File: config.mk
export PLATFORM = sky130hd
export DESIGN_NAME = ps2_keymatrix
export DESIGN_NICKNAME = d
export VERILOG_FILES = /design/src/rtl/ps2_keymatrix.sv
export SDC_FILE = /design/constraint.sdc
export NUM_CORES = 1
export LEC_CHECK = 0
export BUFFER_PORTS_ARGS = -buffer_cell sky130_fd_sc_hd__buf_2
export CORE_AREA = 4 4 104 106
export DETAILED_ROUTE_END_ITERATION = 12
export DIE_AREA = 0 0 108 110
export SYNTH_ARGS = -nofsm -noshare
export SYNTH_HDL_FRONTEND = slang
export SYNTH_SLANG_ARGS = --single-unit
export TNS_END_PERCENT = 20
File: constraint.sdc
create_clock -name clock -period 2.6 [get_ports clock]
set_input_delay 0 -clock clock [delete_from_list [all_inputs] [get_ports clock]]
set_output_delay 0 -clock clock [all_outputs]
set_load 0.1 [all_outputs]
File: src/rtl/ps2_keymatrix.sv
// PS/2 set-2 event stream to ZX Spectrum 8x5 key matrix, with composite PC keys
// mapped onto CAPS/SYMBOL SHIFT plus a base key, and the active-low ULA row read path.
module ps2_keymatrix (
    input  logic       clock,
    input  logic       reset,
    input  logic       ce,
    input  logic       strb,
    input  logic       make,
    input  logic [7:0] code,
    input  logic [7:0] a,
    output logic [4:0] q,
    output logic       anykey
);

    logic [7:0][4:0] mtx_q, mtx_d;
    logic [2:0]      csf_q, csf_d;
    logic [2:0]      ssf_q, ssf_d;
    logic            lshift_q, lshift_d;
    logic            rshift_q, rshift_d;
    logic            lctrl_q, lctrl_d;
    logic            anykey_q, anykey_d;

    logic            caps, sym;
    logic [7:0][4:0] eff;
    logic [6:0]      dmap;

    // {hit, row[2:0], col[2:0]} for keys that map to exactly one matrix position
    function automatic logic [6:0] direct_map(input logic [7:0] c);
        case (c)
            8'h1A: direct_map = {1'b1, 3'd0, 3'd1}; // Z
            8'h22: direct_map = {1'b1, 3'd0, 3'd2}; // X
            8'h21: direct_map = {1'b1, 3'd0, 3'd3}; // C
            8'h2A: direct_map = {1'b1, 3'd0, 3'd4}; // V
            8'h1C: direct_map = {1'b1, 3'd1, 3'd0}; // A
            8'h1B: direct_map = {1'b1, 3'd1, 3'd1}; // S
            8'h23: direct_map = {1'b1, 3'd1, 3'd2}; // D
            8'h2B: direct_map = {1'b1, 3'd1, 3'd3}; // F
            8'h34: direct_map = {1'b1, 3'd1, 3'd4}; // G
            8'h15: direct_map = {1'b1, 3'd2, 3'd0}; // Q
            8'h1D: direct_map = {1'b1, 3'd2, 3'd1}; // W
            8'h24: direct_map = {1'b1, 3'd2, 3'd2}; // E
            8'h2D: direct_map = {1'b1, 3'd2, 3'd3}; // R
            8'h2C: direct_map = {1'b1, 3'd2, 3'd4}; // T
            8'h16: direct_map = {1'b1, 3'd3, 3'd0}; // 1
            8'h1E: direct_map = {1'b1, 3'd3, 3'd1}; // 2
            8'h26: direct_map = {1'b1, 3'd3, 3'd2}; // 3
            8'h25: direct_map = {1'b1, 3'd3, 3'd3}; // 4
            8'h2E: direct_map = {1'b1, 3'd3, 3'd4}; // 5
            8'h45: direct_map = {1'b1, 3'd4, 3'd0}; // 0
            8'h46: direct_map = {1'b1, 3'd4, 3'd1}; // 9
            8'h3E: direct_map = {1'b1, 3'd4, 3'd2}; // 8
            8'h3D: direct_map = {1'b1, 3'd4, 3'd3}; // 7
            8'h36: direct_map = {1'b1, 3'd4, 3'd4}; // 6
            8'h4D: direct_map = {1'b1, 3'd5, 3'd0}; // P
            8'h44: direct_map = {1'b1, 3'd5, 3'd1}; // O
            8'h43: direct_map = {1'b1, 3'd5, 3'd2}; // I
            8'h3C: direct_map = {1'b1, 3'd5, 3'd3}; // U
            8'h35: direct_map = {1'b1, 3'd5, 3'd4}; // Y
            8'h5A: direct_map = {1'b1, 3'd6, 3'd0}; // ENTER
            8'h4B: direct_map = {1'b1, 3'd6, 3'd1}; // L
            8'h42: direct_map = {1'b1, 3'd6, 3'd2}; // K
            8'h3B: direct_map = {1'b1, 3'd6, 3'd3}; // J
            8'h33: direct_map = {1'b1, 3'd6, 3'd4}; // H
            8'h29: direct_map = {1'b1, 3'd7, 3'd0}; // SPACE
            8'h3A: direct_map = {1'b1, 3'd7, 3'd2}; // M
            8'h31: direct_map = {1'b1, 3'd7, 3'd3}; // N
            8'h32: direct_map = {1'b1, 3'd7, 3'd4}; // B
            default: direct_map = 7'd0;
        endcase
    endfunction

    assign dmap = direct_map(code);

    always_comb begin
        mtx_d    = mtx_q;
        csf_d    = csf_q;
        ssf_d    = ssf_q;
        lshift_d = lshift_q;
        rshift_d = rshift_q;
        lctrl_d  = lctrl_q;
        if (ce && strb) begin
            case (code)
                8'hAA, 8'h00, 8'hFF: begin
                    mtx_d    = '1;
                    csf_d    = '0;
                    ssf_d    = '0;
                    lshift_d = 1'b0;
                    rshift_d = 1'b0;
                    lctrl_d  = 1'b0;
                end
                8'h12: lshift_d = ~make;
                8'h59: rshift_d = ~make;
                8'h14: lctrl_d  = ~make;
                // Left/right share one CAPS flag, up/down another, backspace the third
                8'h6B: begin csf_d[0] = ~make; mtx_d[3][4] = make; end
                8'h74: begin csf_d[0] = ~make; mtx_d[4][2] = make; end
                8'h72: begin csf_d[1] = ~make; mtx_d[4][4] = make; end
                8'h75: begin csf_d[1] = ~make; mtx_d[4][3] = make; end
                8'h66: begin csf_d[2] = ~make; mtx_d[4][0] = make; end
                8'h41: begin ssf_d[0] = ~make; mtx_d[7][3] = make; end
                8'h49: begin ssf_d[1] = ~make; mtx_d[7][2] = make; end
                8'h4E: begin ssf_d[2] = ~make; mtx_d[6][3] = make; end
                default: begin
                    if (dmap[6])
                        mtx_d[dmap[5:3]][dmap[2:0]] = make;
                end
            endcase
        end
    end

    // Shift positions are never written in mtx; they are derived from the held sources
    always_comb begin
        caps     = lshift_q | rshift_q | (|csf_q);
        sym      = lctrl_q | (|ssf_q);
        eff      = mtx_q;
        eff[0][0] = mtx_q[0][0] & ~caps;
        eff[7][1] = mtx_q[7][1] & ~sym;
        anykey_d = (eff != '1);
        q        = 5'h1F;
        for (int r = 0; r < 8; r++) begin
            if (!a[r])
                q = q & eff[r];
        end
    end

    always_ff @(posedge clock) begin
        if (reset) begin
            mtx_q    <= '1;
            csf_q    <= '0;
            ssf_q    <= '0;
            lshift_q <= 1'b0;
            rshift_q <= 1'b0;
            lctrl_q  <= 1'b0;
            anykey_q <= 1'b0;
        end else begin
            mtx_q    <= mtx_d;
            csf_q    <= csf_d;
            ssf_q    <= ssf_d;
            lshift_q <= lshift_d;
            rshift_q <= rshift_d;
            lctrl_q  <= lctrl_d;
            anykey_q <= anykey_d;
        end
    end

    assign anykey = anykey_q;

endmodule

Yosys cells after proc, flatten, opt, wreduce, memory -nomap -nowiden. Memory sizes are Yosys's and may differ from the RTL's. Cells that the tools add are included. W data, S select, Z words.

Bits in registers: 50. Memory bits (read-only): 896. Input port bits: 21. Output and inout bits: 6. Word-level logic and storage cells: 160. Memories kept: 1.

Order comparisons: 4. Equal/unequal tests: 14. Muxes and demuxes: 37. Bitwise operators: 24. Reduce and logical (&&, ||, !) cells: 54.

Memories: (name not given) (words 128, bits a word 7, read ports 1, clocked after Yosys merged registers in 0, wr ports 0, RTL line 29) `case (c)`.

Operators by type and width (count): $reduce_or A10 Y1 (8); $eq A8 B7 Y1 const B (9); $mux W5 (9); $bwmux W40 (1); $mux W40 (1); $ne A40 B40 Y1 const B (1); $pmux W19 S2 (1); $and A5 B5 Y5 (7); $reduce_and A3 Y1 (9); $pmux W1 S3 (8); $reduce_bool A3 Y1 (8); $pmux W1 S2 (11); $reduce_bool A2 Y1 (10); $reduce_and A2 Y1 (9); $eq A8 B5 Y1 const B (2); $eq A8 B8 Y1 const B (2); $pmux W8 S2 (1); $demux W5 S3 (1); $not A1 Y1 (12); $reduce_or A11 Y1 (1); $reduce_or A3 Y1 (3); $logic_not A8 Y1 (1); $lt A3 B4 Y1 const B (2); $mux W7 (1); other kinds (8) (15).

Longest topological paths before layout.
Depth in word-level cells: 19. Mapped depth: 12. Gate-level depth less buffers: 9.

Least setup slack after synthesis. OpenSTA, ideal clock, no wires.

Kind: register to output. Start: register rshift_q. End: output q[0]. Data arrival time: 5.384 ns. Data required time: 2.600 ns. Setup slack: -2.784 ns. Cell stages (with the launch flop): 4. Path buffers: 0. Cells stage by stage: dfxtp_1 > nor4_1 > nand3b_1 > a2111oi_0.

Cells in the longest elaborated chain, start to end: 19.

RTL lines: start: declaration (RTL line 19) `logic rshift_q, rshift_d;`; start signal: assignment (RTL line 140) `rshift_q <= rshift_d;`; $or A1 B1 Y1 (*) (2 in series) (RTL line 113) `caps = lshift_q | rshift_q | (|csf_q);`; $not A1 Y1 (*) (RTL line 116) `eff[0][0] = mtx_q[0][0] & ~caps;`; $and A1 B1 Y1 (*) (RTL line 116); $mux W5 (*) (RTL line 121) `if (!a[r])`; $and A5 B5 Y5 (RTL line 122) `q = q & eff[r];`; $mux W5 (*) (RTL line 121); $and A5 B5 Y5 (RTL line 122); $mux W5 (*) (RTL line 121); [2 not listed]; $and A5 B5 Y5 (RTL line 122); $mux W5 (*) (RTL line 121); $and A5 B5 Y5 (RTL line 122); $mux W5 (*) (RTL line 121); $and A5 B5 Y5 (RTL line 122); $mux W5 (*) (RTL line 121); $and A5 B5 Y5 (RTL line 122); $mux W5 (*) (RTL line 121); end: declaration (RTL line 11) `output logic [4:0] q,`.

Mark *: on every way between the ends. The rest lies on a longest branch, timed or not.

Worst setup path in the final report.
Start: input code[0]. End: register mtx_q (netlist bit eff[7]).

Cells in the longest elaborated chain, start to end: 11. Elaborated cells between the ends (all ways): 34. Those cells by class: 4 x order compare; 13 x eq/ne; 8 x mux; 1 x bitwise; 7 x reduce/logical; 1 x memory.

RTL lines: start: declaration (RTL line 9) `input logic [7:0] code,`; $mem_v2 Z128 W7; $mux W7 (RTL line 29); $lt A3 B4 Y1 (not written as such) / $ge A3 B1 Y1 (equally long branches) (RTL line 105) `mtx_d[dmap[5:3]][dmap[2:0]] = make;`; $logic_and A1 B1 Y1 (not written as such) (RTL line 105); $mux W1 (not written as such) (RTL line 105); $demux W1 S3 (RTL line 105); $mux W5 (not written as such) (RTL line 105); $demux W5 S3 (RTL line 105); $bwmux W40 (RTL line 105); $mux W40 (RTL line 104) `if (dmap[6])`; $pmux W19 S2 (RTL line 82) `case (code)`; end signal: assignment (RTL line 136) `mtx_q <= mtx_d;`; end: declaration (RTL line 15) `logic [7:0][4:0] mtx_q, mtx_d;`.

Parallel ways exist; a longest one is shown, timed or not. The select of a mux whose other input is x is not followed. A chain may end at the register's enable or synchronous reset.

==> flow_metrics.tcl <==
set metrics [dict create \
    ys_ff_latch 50 \
    htreeDepth 2 \
    worstSetupStartpointType "primary input" \
    synth_xor_area_share_pct 0.2244 \
    firstDrtPassIters 5 \
    tns_ps 0 \
    fin_skew_ps 17.26 \
    die-width_microns 108 \
    syn_area_sq_mm 0.003902 \
    avgSynthCellArea_sq_um 8.164 \
    leakagePower_nw 1.715 \
    holdBufCountCts 0 \
    vias_per_cell 6.392 \
    cp_slowest_cell "or4_1" \
    area_delta_synth_final_pct 16.51 \
    fillers 974 \
    grt_pass1_vias 3931 \
    die_area_sq_mm 0.01188 \
    drc 0 \
    fmax_ghz 0.4199 \
    routed_wl_microns 13000 \
    postCtsSetupBuffers 0 \
    hp-class "primary input to register" \
    io_buffers 26 \
    yosysUniqueCellTypes 83 \
    hpwlAfterDp_microns 9733 \
    grt_use_met2_pct 35.04 \
    slew_violations 0 \
    crit_arrival_ps 2590 \
    synth_top_family_by_area "compound AO/OA/AOI/OAI gates" \
    fin_cells 663 \
    worstPathMaxFanout 9 \
    status "finished clean" \
    synth_ff_type "dfxtp_1" \
    slowest_delay_ps 590 \
    start_util_pct 39.93 \
    cpMostUsedCell "buf_4" \
    synthAdderAreaFrac_pct 1.924 \
    cts-resized-gates 0 \
    clock_latency_ps 320 \
    synth_compound_area_share_pct 33.54 \
    path_cells "buf_2 > inv_1 > ha_1 > buf_4 > mux2_1 > a21oi_2 > nor4_1 > or4_1 > buf_4 > nor2_1 > a31oi_1" \
    cts_buffer_depth 2 \
    hold_violations 0 \
    fin_crit_sh_pct 91.60 \
    num-nets-final 556 \
    grtUsageMet1_pct 32.63 \
    drt_iter0_drc 409 \
    die_height_microns 110 \
    crit_path_end_kind "register" \
    cap_violations 0 \
    vias 4238 \
    synth-simple-area-share_pct 26.77 \
    synth_nets 505 \
    synthMuxAreaShare_pct 4.777 \
    cts_root_buf "clkbuf_8" \
    worst_pin_slew_ps 615.0 \
    slew_headroom_pct 58.85 \
    grt_overflow_total 0 \
    crit_required_ps 2800 \
    dp_cells 655 \
    postSynth.asyncResetShare_pct 0 \
    top_usage_layer "met2" \
    synth_edf_count 0 \
    power_density_mw_per_mm2 432.7 \
    finalSetupViolCount 0 \
    rows 36 \
    antennaDiodeCount 0 \
    ir_drop_mv 0.4091 \
    seq_area_frac_synth_pct 25.65 \
    cts.clk_slew.worst_paths_ps 110 \
    path_class "primary input to register" \
    cts_tree "built" \
    gr-usage-met3_pct 3.378 \
    ios 27 \
    wl_per_cell_microns 19.61 \
    ant_nets 0 \
    grt_use_total_pct 22.48 \
    antenna_found_initial 0 \
    core-area_sq_mm 0.009774 \
    drive_above_1_share_pct 24.53 \
    rsz0062_at_grt "false" \
    grt_pass1_wl_microns 21250 \
    synth_cells 478 \
    grt_max_degree 35 \
    numCtsBuffers 5 \
    cts.sinks 50 \
    period_minus_slack_ps 2382 \
    yosysWarningCount 0 \
    routabilityCongestion 0.9820 \
]
==> cells in the mapped netlist (all sizes together), types with 6 or more instances <==
master	count	area (sq um)
a21oi	53	269.0
nor2	51	191.4
dfxtp	50	1001
buf	28	209.0
o41ai	25	264.0
nand2	21	81.33
o22ai	21	131.4
o21ai	20	103.9
nand4	16	106.4
nor3	15	80.08
nor4	13	87.58
a31oi	11	68.82
nand3	11	67.57
clkbuf	10	38.78
mux2i	10	100.1
inv	8	30.03
nand2b	8	50.05
a22oi	6	45.04
ha	6	75.07
or2	6	37.54
==> path summary, 6_finish.rpt <==
path                                from       end  slack (ps)  cells after the start
worst max-delay path             code[0]    eff[7]         220                     11
worst min-delay path               reset    anykey          80                      2
worst max register to register  rshift_q    anykey        1150                      4
worst min register to register  ssf_q[2]  ssf_q[2]         470                      2
==> routing by layer <==
layer,vias up,part of all wire (%)
li1,1991,-
met1,2015,46
met2,209,45
met3,23,7.6
met4,0,1.8
met5,-,0
==> stage by stage <==
step / hold slack (ps) / setup WS [ps] / power, W / utilization (%) / area (sq um)
CTS: 67.66 / 247.2 / 0.001968 / 46.52 / 4547
global route: 107.5 / 26.51 / 0.002055 / 46.52 / 4547
floorplan: 216.7 / -785.4 / 0.001229 / - / 3915
global placement: 401.7 / -13.31 / 0.001397 / 45.37 / 4434
finish: 78.64 / 218.4 / 0.001968 / 46.52 / 4547
detailed placement: 394.7 / -85.63 / 0.001400 / 45.37 / 4434
==> worst max-delay path: cells and delay by family <==
| family | cells | cell delay [ps] |
|---|---|---|
| fa+ha+maj | 1 | 340 |
| mux | 1 | 330 |
| buf+inv | 4 | 630 |
| simple gates | 3 | 980 |
| compound gates | 2 | 310 |
==> cells in the final DEF, fill, tap and decap left out, types with 3 or more instances in the layout <==
master | netlist | routed
inv_1 | 8 | 8
a211oi_1 | 3 | 3
o211ai_1 | 3 | 3
a22oi_1 | 6 | 6
o41ai_2 | 6 | 6
buf_12 | 0 | 4
o41ai_1 | 19 | 19
dfxtp_1 | 50 | 50
o21ai_0 | 14 | 14
a31oi_1 | 11 | 11
nand2_1 | 20 | 20
a211o_1 | 3 | 3
o21a_1 | 4 | 4
o21ai_1 | 5 | 5
ha_1 | 6 | 6
nor2b_1 | 5 | 5
and4b_1 | 3 | 3
mux2i_1 | 10 | 10
buf_4 | 5 | 52
o22ai_1 | 21 | 21
o32ai_1 | 3 | 3
or2_2 | 3 | 3
nor3_1 | 14 | 14
nor4_1 | 12 | 11
and2_1 | 4 | 4
buf_2 | 14 | 26
or3_1 | 4 | 4
a21oi_1 | 52 | 52
clkbuf_8 | 0 | 5
nor2_1 | 51 | 51
nand2b_1 | 8 | 8
nand4_1 | 15 | 15
nand3_1 | 10 | 10
==> flip-flops by register name, indices dropped and copies added (netlist names) <==
register	count
mtx_q	2
ssf_q	3
anykey	1
lctrl_q	1
eff	38
csf_q	3
lshift_q	1
rshift_q	1
==> cell type report <==
| class | count | area, sq um | area share (%) |
|---|---|---|---|
| multi-input cells | 382 | 2636 | 57.98 |
| flip-flops and latches | 50 | 1001 | 22.01 |
| repair buffers | 82 | 600.6 | 13.21 |
| well taps | 133 | 166.4 | 3.660 |
| clock buffers | 5 | 68.82 | 1.513 |
| clock inverters | 3 | 43.79 | 0.9631 |
| inverters | 8 | 30.03 | 0.6604 |
==> cell families after synthesis <==
kind of cell             after synthesis
XOR/XNOR                               1
adder cells (fa/ha/maj)                6
AO/OA/AOI/OAI                        182
multiplexers                          15
AND/OR/NAND/NOR                      178
flip-flops                            50
buffers and inverters                 46
==> power breakdown <==
part / total [W] / switching (W) / internal (W)
sequential: 0.000813 / 0.0000220 / 0.000791
combinational: 0.000579 / 0.000381 / 0.000198
clock: 0.000576 / 0.000287 / 0.000289
total: 0.00197 / 0.000690 / 0.00128
No activity file was read; power rests on OpenSTA's default activity.
